**src/rtl/edge_event_detector_pkg.sv**
```systemverilog
// Shared types for the multi-channel edge event detector.
// Holds the mode codes and the per-channel FSM state encoding.
package edge_event_pkg;

    localparam logic [1:0] MODE_OFF  = 2'b00;
    localparam logic [1:0] MODE_RISE = 2'b01;
    localparam logic [1:0] MODE_FALL = 2'b10;
    localparam logic [1:0] MODE_BOTH = 2'b11;

    typedef enum logic [1:0] {
        ST_UNINIT = 2'd0,
        ST_LOW    = 2'd1,
        ST_HIGH   = 2'd2
    } ch_state_e;

endpackage

```
**src/rtl/edge_event_detector_if.sv**
```systemverilog
// Bundle of the edge detector's channel inputs and event outputs.
// master: ain/mode/clear/irq_en out, pulse/sticky/count/irq in; slave mirrors.
interface edge_event_detector_if #(
    parameter int CHANNELS  = 4,
    parameter int CNT_WIDTH = 8
);

    logic [CHANNELS-1:0]           ain;
    logic [2*CHANNELS-1:0]         mode;
    logic [CHANNELS-1:0]           clear;
    logic [CHANNELS-1:0]           irq_en;
    logic [CHANNELS-1:0]           pulse;
    logic [CHANNELS-1:0]           sticky;
    logic [CHANNELS*CNT_WIDTH-1:0] count;
    logic                          irq;

    modport master (
        output ain, mode, clear, irq_en,
        input  pulse, sticky, count, irq
    );

    modport slave (
        input  ain, mode, clear, irq_en,
        output pulse, sticky, count, irq
    );

endinterface

```
**src/rtl/edge_event_detector_sync.sv**
```systemverilog
// Single-bit flop-chain synchroniser, async reset to 0.
// Ports: clk_i, rst_ni, d_i (async level), q_o (last stage).
module edge_sync #(
    parameter int SYNC_STAGES = 2
) (
    input  logic clk_i,
    input  logic rst_ni,
    input  logic d_i,
    output logic q_o
);

    logic [SYNC_STAGES-1:0] sync_q;

    always_ff @(posedge clk_i or negedge rst_ni) begin
        if (!rst_ni) begin
            sync_q <= '0;
        end else begin
            sync_q <= {sync_q[SYNC_STAGES-2:0], d_i};
        end
    end

    assign q_o = sync_q[SYNC_STAGES-1];

endmodule

```
**src/rtl/edge_event_detector.sv**
```systemverilog
// Multi-channel edge detector: per-channel sync, edge FSM, pulse/sticky/counter.
// Ports: clock, reset_n (async low), bus (slave) carrying channel I/O and irq.
module edge_event_detector
    import edge_event_pkg::*;
#(
    parameter int CHANNELS    = 4,
    parameter int SYNC_STAGES = 2,
    parameter int CNT_WIDTH   = 8
) (
    input  logic                  clock,
    input  logic                  reset_n,
    edge_event_detector_if.slave  bus
);

    localparam int FW = $clog2(SYNC_STAGES + 1);

    logic [FW-1:0]       fill_q, fill_d;
    logic                fill_done;
    logic [CHANNELS-1:0] pulse_v;
    logic [CHANNELS-1:0] sticky_v;
    logic                irq_q, irq_d;

    // Channel FSMs wait until the sync chains hold real samples.
    assign fill_done = (fill_q == FW'(SYNC_STAGES));
    assign fill_d    = fill_done ? fill_q : fill_q + FW'(1);

    always_ff @(posedge clock or negedge reset_n) begin
        if (!reset_n) begin
            fill_q <= '0;
        end else begin
            fill_q <= fill_d;
        end
    end

    for (genvar i = 0; i < CHANNELS; i++) begin : g_ch

        logic                 s;
        ch_state_e            state_q, state_d;
        logic                 rise, fall, det;
        logic [1:0]           mode_c;
        logic                 pulse_q;
        logic                 sticky_q, sticky_d;
        logic [CNT_WIDTH-1:0] cnt_q, cnt_d;

        edge_sync #(.SYNC_STAGES(SYNC_STAGES)) u_sync (
            .clk_i  (clock),
            .rst_ni (reset_n),
            .d_i    (bus.ain[i]),
            .q_o    (s)
        );

        assign mode_c = bus.mode[2*i +: 2];

        // First settled sample only seeds the state, so a level
        // held through reset never reports an edge.
        always_comb begin
            state_d = state_q;
            rise    = 1'b0;
            fall    = 1'b0;
            unique case (state_q)
                ST_UNINIT: begin
                    if (fill_done) state_d = s ? ST_HIGH : ST_LOW;
                end
                ST_LOW: begin
                    if (s) begin
                        state_d = ST_HIGH;
                        rise    = 1'b1;
                    end
                end
                ST_HIGH: begin
                    if (!s) begin
                        state_d = ST_LOW;
                        fall    = 1'b1;
                    end
                end
                default: state_d = ST_UNINIT;
            endcase
        end

        assign det = (rise && (mode_c == MODE_RISE || mode_c == MODE_BOTH))
                  || (fall && (mode_c == MODE_FALL || mode_c == MODE_BOTH));

        // A new event beats a simultaneous clear.
        always_comb begin
            sticky_d = sticky_q;
            cnt_d    = cnt_q;
            if (det) begin
                sticky_d = 1'b1;
            end else if (bus.clear[i]) begin
                sticky_d = 1'b0;
            end
            if (bus.clear[i]) begin
                cnt_d = det ? CNT_WIDTH'(1) : '0;
            end else if (det && !(&cnt_q)) begin
                cnt_d = cnt_q + CNT_WIDTH'(1);
            end
        end

        always_ff @(posedge clock or negedge reset_n) begin
            if (!reset_n) begin
                state_q  <= ST_UNINIT;
                pulse_q  <= 1'b0;
                sticky_q <= 1'b0;
                cnt_q    <= '0;
            end else begin
                state_q  <= state_d;
                pulse_q  <= det;
                sticky_q <= sticky_d;
                cnt_q    <= cnt_d;
            end
        end

        assign pulse_v[i]                        = pulse_q;
        assign sticky_v[i]                       = sticky_q;
        assign bus.count[i*CNT_WIDTH +: CNT_WIDTH] = cnt_q;

    end

    // Registered from the sticky flags, so irq trails sticky by one cycle.
    assign irq_d = |(sticky_v & bus.irq_en);

    always_ff @(posedge clock or negedge reset_n) begin
        if (!reset_n) begin
            irq_q <= 1'b0;
        end else begin
            irq_q <= irq_d;
        end
    end

    assign bus.pulse  = pulse_v;
    assign bus.sticky = sticky_v;
    assign bus.irq    = irq_q;

endmodule
```
**src/flat_wrapper.sv**
```systemverilog
// flat-port wrapper written by rule: the top's interface ports become plain ports
module edge_event_detector_flat import edge_event_pkg::*;
#(
    parameter int CHANNELS    = 4,
    parameter int SYNC_STAGES = 2,
    parameter int CNT_WIDTH   = 8
)
  (clock, reset_n, bus_ain, bus_mode, bus_clear, bus_irq_en, bus_pulse, bus_sticky, bus_count, bus_irq);
  edge_event_detector_if #(.CHANNELS(CHANNELS), .CNT_WIDTH(CNT_WIDTH)) bus_i ();
  input  logic clock;
  input  logic reset_n;
  input wire logic [$bits(bus_i.ain)-1:0] bus_ain;
  input wire logic [$bits(bus_i.mode)-1:0] bus_mode;
  input wire logic [$bits(bus_i.clear)-1:0] bus_clear;
  input wire logic [$bits(bus_i.irq_en)-1:0] bus_irq_en;
  output wire logic [$bits(bus_i.pulse)-1:0] bus_pulse;
  output wire logic [$bits(bus_i.sticky)-1:0] bus_sticky;
  output wire logic [$bits(bus_i.count)-1:0] bus_count;
  output wire logic [$bits(bus_i.irq)-1:0] bus_irq;
  assign bus_i.ain = bus_ain;
  assign bus_i.mode = bus_mode;
  assign bus_i.clear = bus_clear;
  assign bus_i.irq_en = bus_irq_en;
  assign bus_pulse = bus_i.pulse;
  assign bus_sticky = bus_i.sticky;
  assign bus_count = bus_i.count;
  assign bus_irq = bus_i.irq;
  edge_event_detector #(.CHANNELS(CHANNELS), .SYNC_STAGES(SYNC_STAGES), .CNT_WIDTH(CNT_WIDTH)) u_core (.clock(clock), .reset_n(reset_n), .bus(bus_i));
endmodule
```
**config.mk**
```make
export PLATFORM = sky130hd
export DESIGN_NAME = edge_event_detector_flat
export DESIGN_NICKNAME = d
export VERILOG_FILES = /design/src/rtl/edge_event_detector_pkg.sv /design/src/rtl/edge_event_detector_if.sv /design/src/rtl/edge_event_detector_sync.sv /design/src/rtl/edge_event_detector.sv /design/src/flat_wrapper.sv
export SDC_FILE = /design/constraint.sdc
export NUM_CORES = 1
export LEC_CHECK = 0
export CAP_MARGIN = 25
export CORE_AREA = 2 2 99 101
export CTS_BUF_LIST = sky130_fd_sc_hd__clkbuf_8
export CTS_CLUSTER_DIAMETER = 50
export DETAILED_ROUTE_END_ITERATION = 8
export DIE_AREA = 0 0 101 103
export GPL_TIMING_DRIVEN = 0
export PLACE_DENSITY_LB_ADDON = 0.3
export SLEW_MARGIN = 15
export SYNTH_ARGS = -nofsm -noshare
export SYNTH_HDL_FRONTEND = slang
export SYNTH_HIERARCHICAL = 1
export SYNTH_SLANG_ARGS = --single-unit
```
**constraint.sdc**
```tcl
create_clock -name clock -period 3 [get_ports clock]
set_clock_uncertainty 0.15 [all_clocks]
set_input_delay 0.45 -clock clock [delete_from_list [all_inputs] [get_ports clock]]
set_output_delay 0.45 -clock clock [all_outputs]
set_load 0.02 [all_outputs]
```
==> impl_results.md, run 1 <==
- Grt ovf: 0
- EDFF count, synth: 0
- Max VDD drop: roughly 0.00022 V
- Setup Buffers After CTS: 0
- Gr usage total: between 10% and 20%
- Crit. Startpoint: u_core/g_ch[2].sticky_q
- RePlAce Congestion: roughly 0.73
- Synth Flop Type: dfrtp_1
- Starting DRC count in detailed routing: 47
- FP Rows: 36
- Worst Hold Class: flip-flop to flip-flop
- Seq pwr share: between 50% and 60%
- Sum of negative setup slack: 0 ns
- Reg area: approximately 1500 um^2
- Worst Setup EP: bus_sticky[2]
- Layout cells sized above 1: a little under a tenth
- Cell variety after synth: 37
- Setup Viol. Count Final: 0
- Vias in the first global route: about 2200
- Pwr/cell area: between 400 and 500 nW/um^2
- Nets: 360
- Synth area leader: dfrtp_1
- RSZ-0062 raised after global routing: false
- Core ar.: approximately 9500 um^2
- CTS sink count: about 60
- Syn-to-layout area delta: 34.4%
- Crit share post-route: between 60% and 70%
- Pre-antenna DRT Iters: 4
- Final count of hold timing violations: 0
- Async SR Flop Fraction: 100%
- # diodes: 0
- Die Y: between 100 and 150 um
- PortBufs: 59
- Dpl hpwl: approximately 4300 um
- Final min period: 2.08 ns
- Syn nets: approximately 290
- Vias: approximately 2200
- Pin count of the biggest net entering global routing: 31
- Startpoint of the worst-slack reg-to-reg timing path: u_core/g_ch[0].cnt_q[0]
- Clock latency on the worst-skew pair: about 0.34 ns
- Reg2reg setup slack: approximately 1.2 ns
- Hold slack: around 0.20 ns
- Die width: 101 um
- Initial antenna violation count: 0
- Sequential cell area fraction in the yosys report: 54.4%
- CTS root buf: clkbuf_8
- Req. time, crit path: about 2.4 ns
- Hold path depth: 0
- CP Class: flip-flop to output port
- Crit path capture type: output port
- Comb power frac: 11.8%
- Antenna Violating Nets Remaining: 0
- Max-cap viol count: 0
- Post-Syn Instances: approximately 260
- Layout fillers: ~940
- Synthesized area: approximately 2700 um^2
- Starting Density: 28.7%
- CTS Buffer Depth: 2
- CTS tree: yes
- Clk network pwr share: between 30% and 40%
- Synth top area share: between 50% and 60%
- Fmax: 0.481 GHz
- Synthesis warning total: 6
- Worst Max-Slew Pin Slew: between 0.4 and 0.5 ns
- Ports: 63
- P_int: 1.27 mW
- DRC: 0
- Wire length per cell: 13.4 um
- Leakage: 1.52 nW
- Routed wire length: roughly 6000 um
- Avg Synthesized Cell Area: between 10 and 15 um^2
- Crit path DAT: 1.48 ns
- Cts bufs inserted: 9
- Area occupied by multi-input gates: between 1000 and 1500 um^2
- First-pass GRT wire length: ~10000 um
- Synth Register Bits: 59
- Status: finished clean
- Die Footprint: 10400 um^2
- H-tree levels: 3
- Switch share: around a quarter
- Worst-path clk slew: 0.06 ns
- Startpoint Class: flip-flop
- Max transition margin: 71.0%
- Dominant cells by area after synthesis: dfrtp_1, a21oi_1, o21ai_0
- Critical path fanouts, max: 3
- Max Slew Vio Count: 0
- Switching pwr: roughly 0.43 mW
- Post-DR vias/cell: ~5
- RR Endpoint: u_core/g_ch[0].cnt_q[3]
- Worst Reg2Reg Path Length in Cells: 6
placed cells by master, fill, tap and decap left out, drive strengths merged, types with 2 or more instances in the layout:
cell type,n
dfrtp,59
clkdlybuf4s50,58
a21oi,27
o21ai,18
buf,17
inv,16
nand3,16
nand2,14
clkbuf,13
or3,12
nor2,10
o31ai,8
or4,8
nor3,7
mux2i,5
ha,5
and4b,4
and2,4
nor2b,4
nand4,4
o211ai,4
o22ai,4
and4bb,4
nand3b,3
clkinv,2
a22oi,2
nor4,2
cell usage after synthesis (all sizes together), types with 3 or more instances:
library cell  count
o21ai            18
o31ai             8
nand4             4
nor3              7
and4bb            4
nor2             10
inv              13
o22ai             4
and4b             4
nand3            16
nand2            14
and2              4
ha                5
or4               8
dfrtp            59
buf              15
nor2b             4
a21oi            27
mux2i             5
o211ai            4
or3              12
nand3b            3
per-stage QoR:
step	power [mW]	worst slack [ns]	instances	cell area [um^2]	utilization, %
after floorplan	0.970	1.19	261	2710	-
after global placement	1.07	-0.698	434	3450	36.4
after detailed placement	1.08	0.830	435	3460	36.6
after CTS	1.73	0.876	452	3650	38.6
after global routing	1.79	0.851	452	3650	38.6
final	1.70	0.921	452	3650	38.6
power groups by stage:
stage / Clock, mW / Combinational [mW] / Sequential [mW]
final: 0.636 / 0.201 / 0.862
after detailed placement: 0 / 0.204 / 0.877
after global routing: 0.699 / 0.223 / 0.868
after floorplan: 0 / 0.0861 / 0.884
after CTS: 0.665 / 0.206 / 0.863
after global placement: 0 / 0.197 / 0.877
sequential cells by signal, summed over array words and instances (netlist names):
name,cells
u_core/g_ch.cnt_q,32
u_core/g_ch.state_q,8
u_core/g_ch.u_sync/sync_q,8
u_core/g_ch.pulse_q,4
u_core/g_ch.sticky_q,4
u_core/fill_q,2
u_core/bus.irq,1
cell families (layout without fill, tap and decap cells):
family          after synthesis  count (layout)  synth area share, %
compound gates               65              65                 13.9
simple gates                 95              95                 20.7
mux                           6               6                 2.26
xor+xnor                      1               1                0.323
flops                        59              59                 54.4
buf+inv                      30             107                 6.13
fa+ha+maj                     5               5                 2.31
what timing repair did:
item | in CTS | in global routing
hold buffers | 1 | 0
endpoints found under the hold margin | 29 | 0
resized for setup | 0 | 0
critical path, cell delays in order (launching register included):
cell	delay (ns)
dfrtp_1	0.43
buf_4	0.13
clkdlybuf4s50_1	0.59
layout make-up:
class	count	area share, %
repair buffers	61	16.9
inverters	13	1.34
multi-input cells	172	29.4
clock buffers	11	4.15
well taps	114	3.91
clock inverters	5	0.583
flip-flops and latches	59	40.5
plain buffers	17	3.22
metal layers:
layer  track usage, %  vias to the layer above  share of wire (%)
li1                 -                     1090                  -
met3             3.80                        7                4.3
met1             15.3                     1098                 46
met2             20.4                       48                 48
met4             4.99                        0                1.6
met5                0                        -                  0
how the worst min path moves through the flow:
stage	from	end	slack, ns
2_1_floorplan	reset_n	u_core/bus.irq	0.004
3_3_place_gp	u_core/g_ch[1].u_sync/sync_q[0]	u_core/g_ch[1].u_sync/sync_q[1]	0.19
3_5_place_dp	u_core/g_ch[2].u_sync/sync_q[0]	u_core/g_ch[2].u_sync/sync_q[1]	0.19
4_1_cts	u_core/g_ch[3].u_sync/sync_q[0]	u_core/g_ch[3].u_sync/sync_q[1]	0.20
5_1_grt	u_core/g_ch[1].u_sync/sync_q[0]	u_core/g_ch[1].u_sync/sync_q[1]	0.21
6_report	u_core/g_ch[3].u_sync/sync_q[0]	u_core/g_ch[3].u_sync/sync_q[1]	0.20
Power figures use the tool's default switching activity.
==> run 2, diff against run 1 <==
==> constraint.sdc (replaced) <==
create_clock -name clock -period 2.11 [get_ports clock]
set_clock_uncertainty 0.15 [all_clocks]
set_input_delay 0.3165 -clock clock [delete_from_list [all_inputs] [get_ports clock]]
set_output_delay 0.3165 -clock clock [all_outputs]
set_load 0.02 [all_outputs]
==> results of run 2 <==
Same layout as run 1 (identical final DEF). Status: finished clean.
Main changes from that run: setup slack after placement 0.830 ns -> 0.0734 ns; setup slack after layout 0.921 ns -> 0.165 ns; register-to-register setup slack 1.15 ns -> 0.26 ns; total power 1.70 mW -> 2.41 mW; worst IR drop on VDD 0.000216 V -> 0.000307 V
==> run 3, diff against run 2 <==
--- a/config.mk
+++ b/config.mk
@@ -5,7 +5,7 @@
 export SDC_FILE = /design/constraint.sdc
 export NUM_CORES = 1
 export LEC_CHECK = 0
-export CAP_MARGIN = 25
+export CAP_MARGIN = 40
 export CORE_AREA = 2 2 99 101
 export CTS_BUF_LIST = sky130_fd_sc_hd__clkbuf_8
 export CTS_CLUSTER_DIAMETER = 50
==> results of run 3 <==
Same layout as run 1 (identical final DEF). Status: finished clean.
Main changes from that run: setup slack after placement 0.830 ns -> 0.0734 ns; setup slack after layout 0.921 ns -> 0.165 ns; register-to-register setup slack 1.15 ns -> 0.26 ns; total power 1.70 mW -> 2.41 mW; worst IR drop on VDD 0.000216 V -> 0.000307 V
==> edit (settings of run 3) <==
`CNT_WIDTH` is set to 8 in 3 places; all go to 6.
--- a/src/rtl/edge_event_detector_if.sv
+++ b/src/rtl/edge_event_detector_if.sv
@@ -3,5 +3,5 @@
 interface edge_event_detector_if #(
     parameter int CHANNELS  = 4,
-    parameter int CNT_WIDTH = 8
+    parameter int CNT_WIDTH = 6
 );
 
--- a/src/rtl/edge_event_detector.sv
+++ b/src/rtl/edge_event_detector.sv
@@ -6,5 +6,5 @@
     parameter int CHANNELS    = 4,
     parameter int SYNC_STAGES = 2,
-    parameter int CNT_WIDTH   = 8
+    parameter int CNT_WIDTH   = 6
 ) (
     input  logic                  clock,
--- a/src/flat_wrapper.sv
+++ b/src/flat_wrapper.sv
@@ -4,5 +4,5 @@
     parameter int CHANNELS    = 4,
     parameter int SYNC_STAGES = 2,
-    parameter int CNT_WIDTH   = 8
+    parameter int CNT_WIDTH   = 6
 )
   (clock, reset_n, bus_ain, bus_mode, bus_clear, bus_irq_en, bus_pulse, bus_sticky, bus_count, bus_irq);
Interface: changed (resized bus_count); port bits go from 63 to 55. The function was not compared with the original's and may differ.
==> edit against run 3 <==
  * Final area fell by 14%
  * Area after synthesis fell by 13%
  * Setup slack improved by 0.017 ns
  * Wire length fell by 19%
  * Sequential cell count fell by 8
  * Non-clock buffer count fell by 14
  * Synthesized cell count fell by 17%
  * Power fell by 23%
==> edit: results (changes against run 3) <==
Run status
  – Status: completed

Critical path
  – CP Data Arrival Time: 1.97 ns (+0.49 ns)
  – CP Max Fanout: 6 (+3)

CTS
  – CTS H-tree depth: 2 (-1)
  – Clk pin slew, worst setup/hold paths: 0.09 ns (+0.03 ns)
  – Clk Latency, worst-skew pair: 0.30 ns (-0.04 ns)

Layout
  – Share of cells above drive strength 1: 10.8% (+1.3 points)
  – Multi-input combinational area share: 30.4% (+1.0 points)
  – Storage element area: 1280 um2 (-14%)
  – Clock buffer count: 5 (-6)
  – Fin nets: 305 (-15%)
  – Bufs w/o clock: 64 (-18%)
  – Non-clock buffer share of cell area: 19.4% (-0.80 points)
  – Sequential cell count: 51 (-14%)

Place
  – GP Congestion: 0.751 (+3.3%)
  – Post-DP Area: 3030 um2 (-12%)
  – HPWL after DPL: 3480 um (-20%)

GRT
  – GR Util met2: 16.7% (-3.7 points)
  – GR Layer Usage met3: 2.58% (-1.2 points)
  – Met1 Track Usage GR: 13.0% (-2.3 points)
  – Vias in the first global route: 1,759 (-19%)
  – Pin count of the biggest net entering global routing: 52 (+68%)
  – First-pass GRT wire length: 8340 um (-16%)

Route
  – Via count: 1,857 (-17%)
  – Iteration-0 DRC Markers: 44 (-6.4%)

Power
  – Psw: 0.481 mW (-22%)
  – Lkg Pwr: 1.36 nW (-11%)

Synth
  – Synth Area in Compound Gates: 15.3% (+1.3 points)
  – Synth Area in XOR/XNOR: 1.11% (+0.79 points)
  – Largest cells by area after synthesis: dfrtp_1, inv_1, ha_1
  – Post-synthesis mux area share: 2.60% (+0.34 points)
  – Commonest cells in the netlist: dfrtp_1, inv_1, nor2_1
  – Number of distinct library cells after synthesis: 47 (+27%)
-- edit: cell count changes in the layout (fill, tap and decap cells not counted), moves of 7 or more --
cell	delta
or3_1	-12
a21oi_1	-15
nand3_1	-7
a211oi_1	+8
dfrtp_1	-8
o21ai_0	-8
-- edit: kinds of logic (layout without fill, tap and decap cells) --
family | Yosys count | count (layout)
muxes | 6 | 6
buffers and inverters | 28 | 90
adders and majority gates | 5 | 5
AOI/OAI and AO/OA | 51 | 51
and+or+nand+nor | 73 | 73
xor gates and xnor gates | 3 | 3
DFF | 51 | 51
-- edit: final timing paths --
| check | startpoint | to | slack [ns] | cells past startpoint |
|---|---|---|---|---|
| max in group asynchronous | reset_n | u_core/g_ch[3].sticky_q | 0.92 | 2 |
| setup reg to reg | u_core/g_ch[1].cnt_q[0] | u_core/g_ch[1].cnt_q[3] | 0.18 | 5 |
| hold / removal | u_core/g_ch[0].u_sync/sync_q[0] | u_core/g_ch[0].u_sync/sync_q[1] | 0.21 | 0 |
| min in group asynchronous | reset_n | u_core/g_ch[2].cnt_q[4] | 0.42 | 2 |
| hold reg to reg | u_core/g_ch[0].u_sync/sync_q[0] | u_core/g_ch[0].u_sync/sync_q[1] | 0.21 | 0 |
| setup / recovery | u_core/g_ch[1].cnt_q[0] | u_core/g_ch[1].cnt_q[3] | 0.18 | 5 |
-- edit: critical path: stages, from the launching register on --
cell and delay, ns:
dfrtp_1 0.44, ha_1 0.26, and4_1 0.17, a22oi_1 0.34, nand4_1 0.16, mux2_2 0.29
-- edit: through the flow --
stage / setup TNS [ns] / cells / util (%)
2_1_floorplan: 0 / 217 / -
3_3_place_gp: -56.75 / 384 / 32.1
3_5_place_dp: 0 / 384 / 32.1
4_1_cts: 0 / 393 / 33.1
5_1_grt: 0 / 393 / 33.1
6_report: 0 / 393 / 33.1
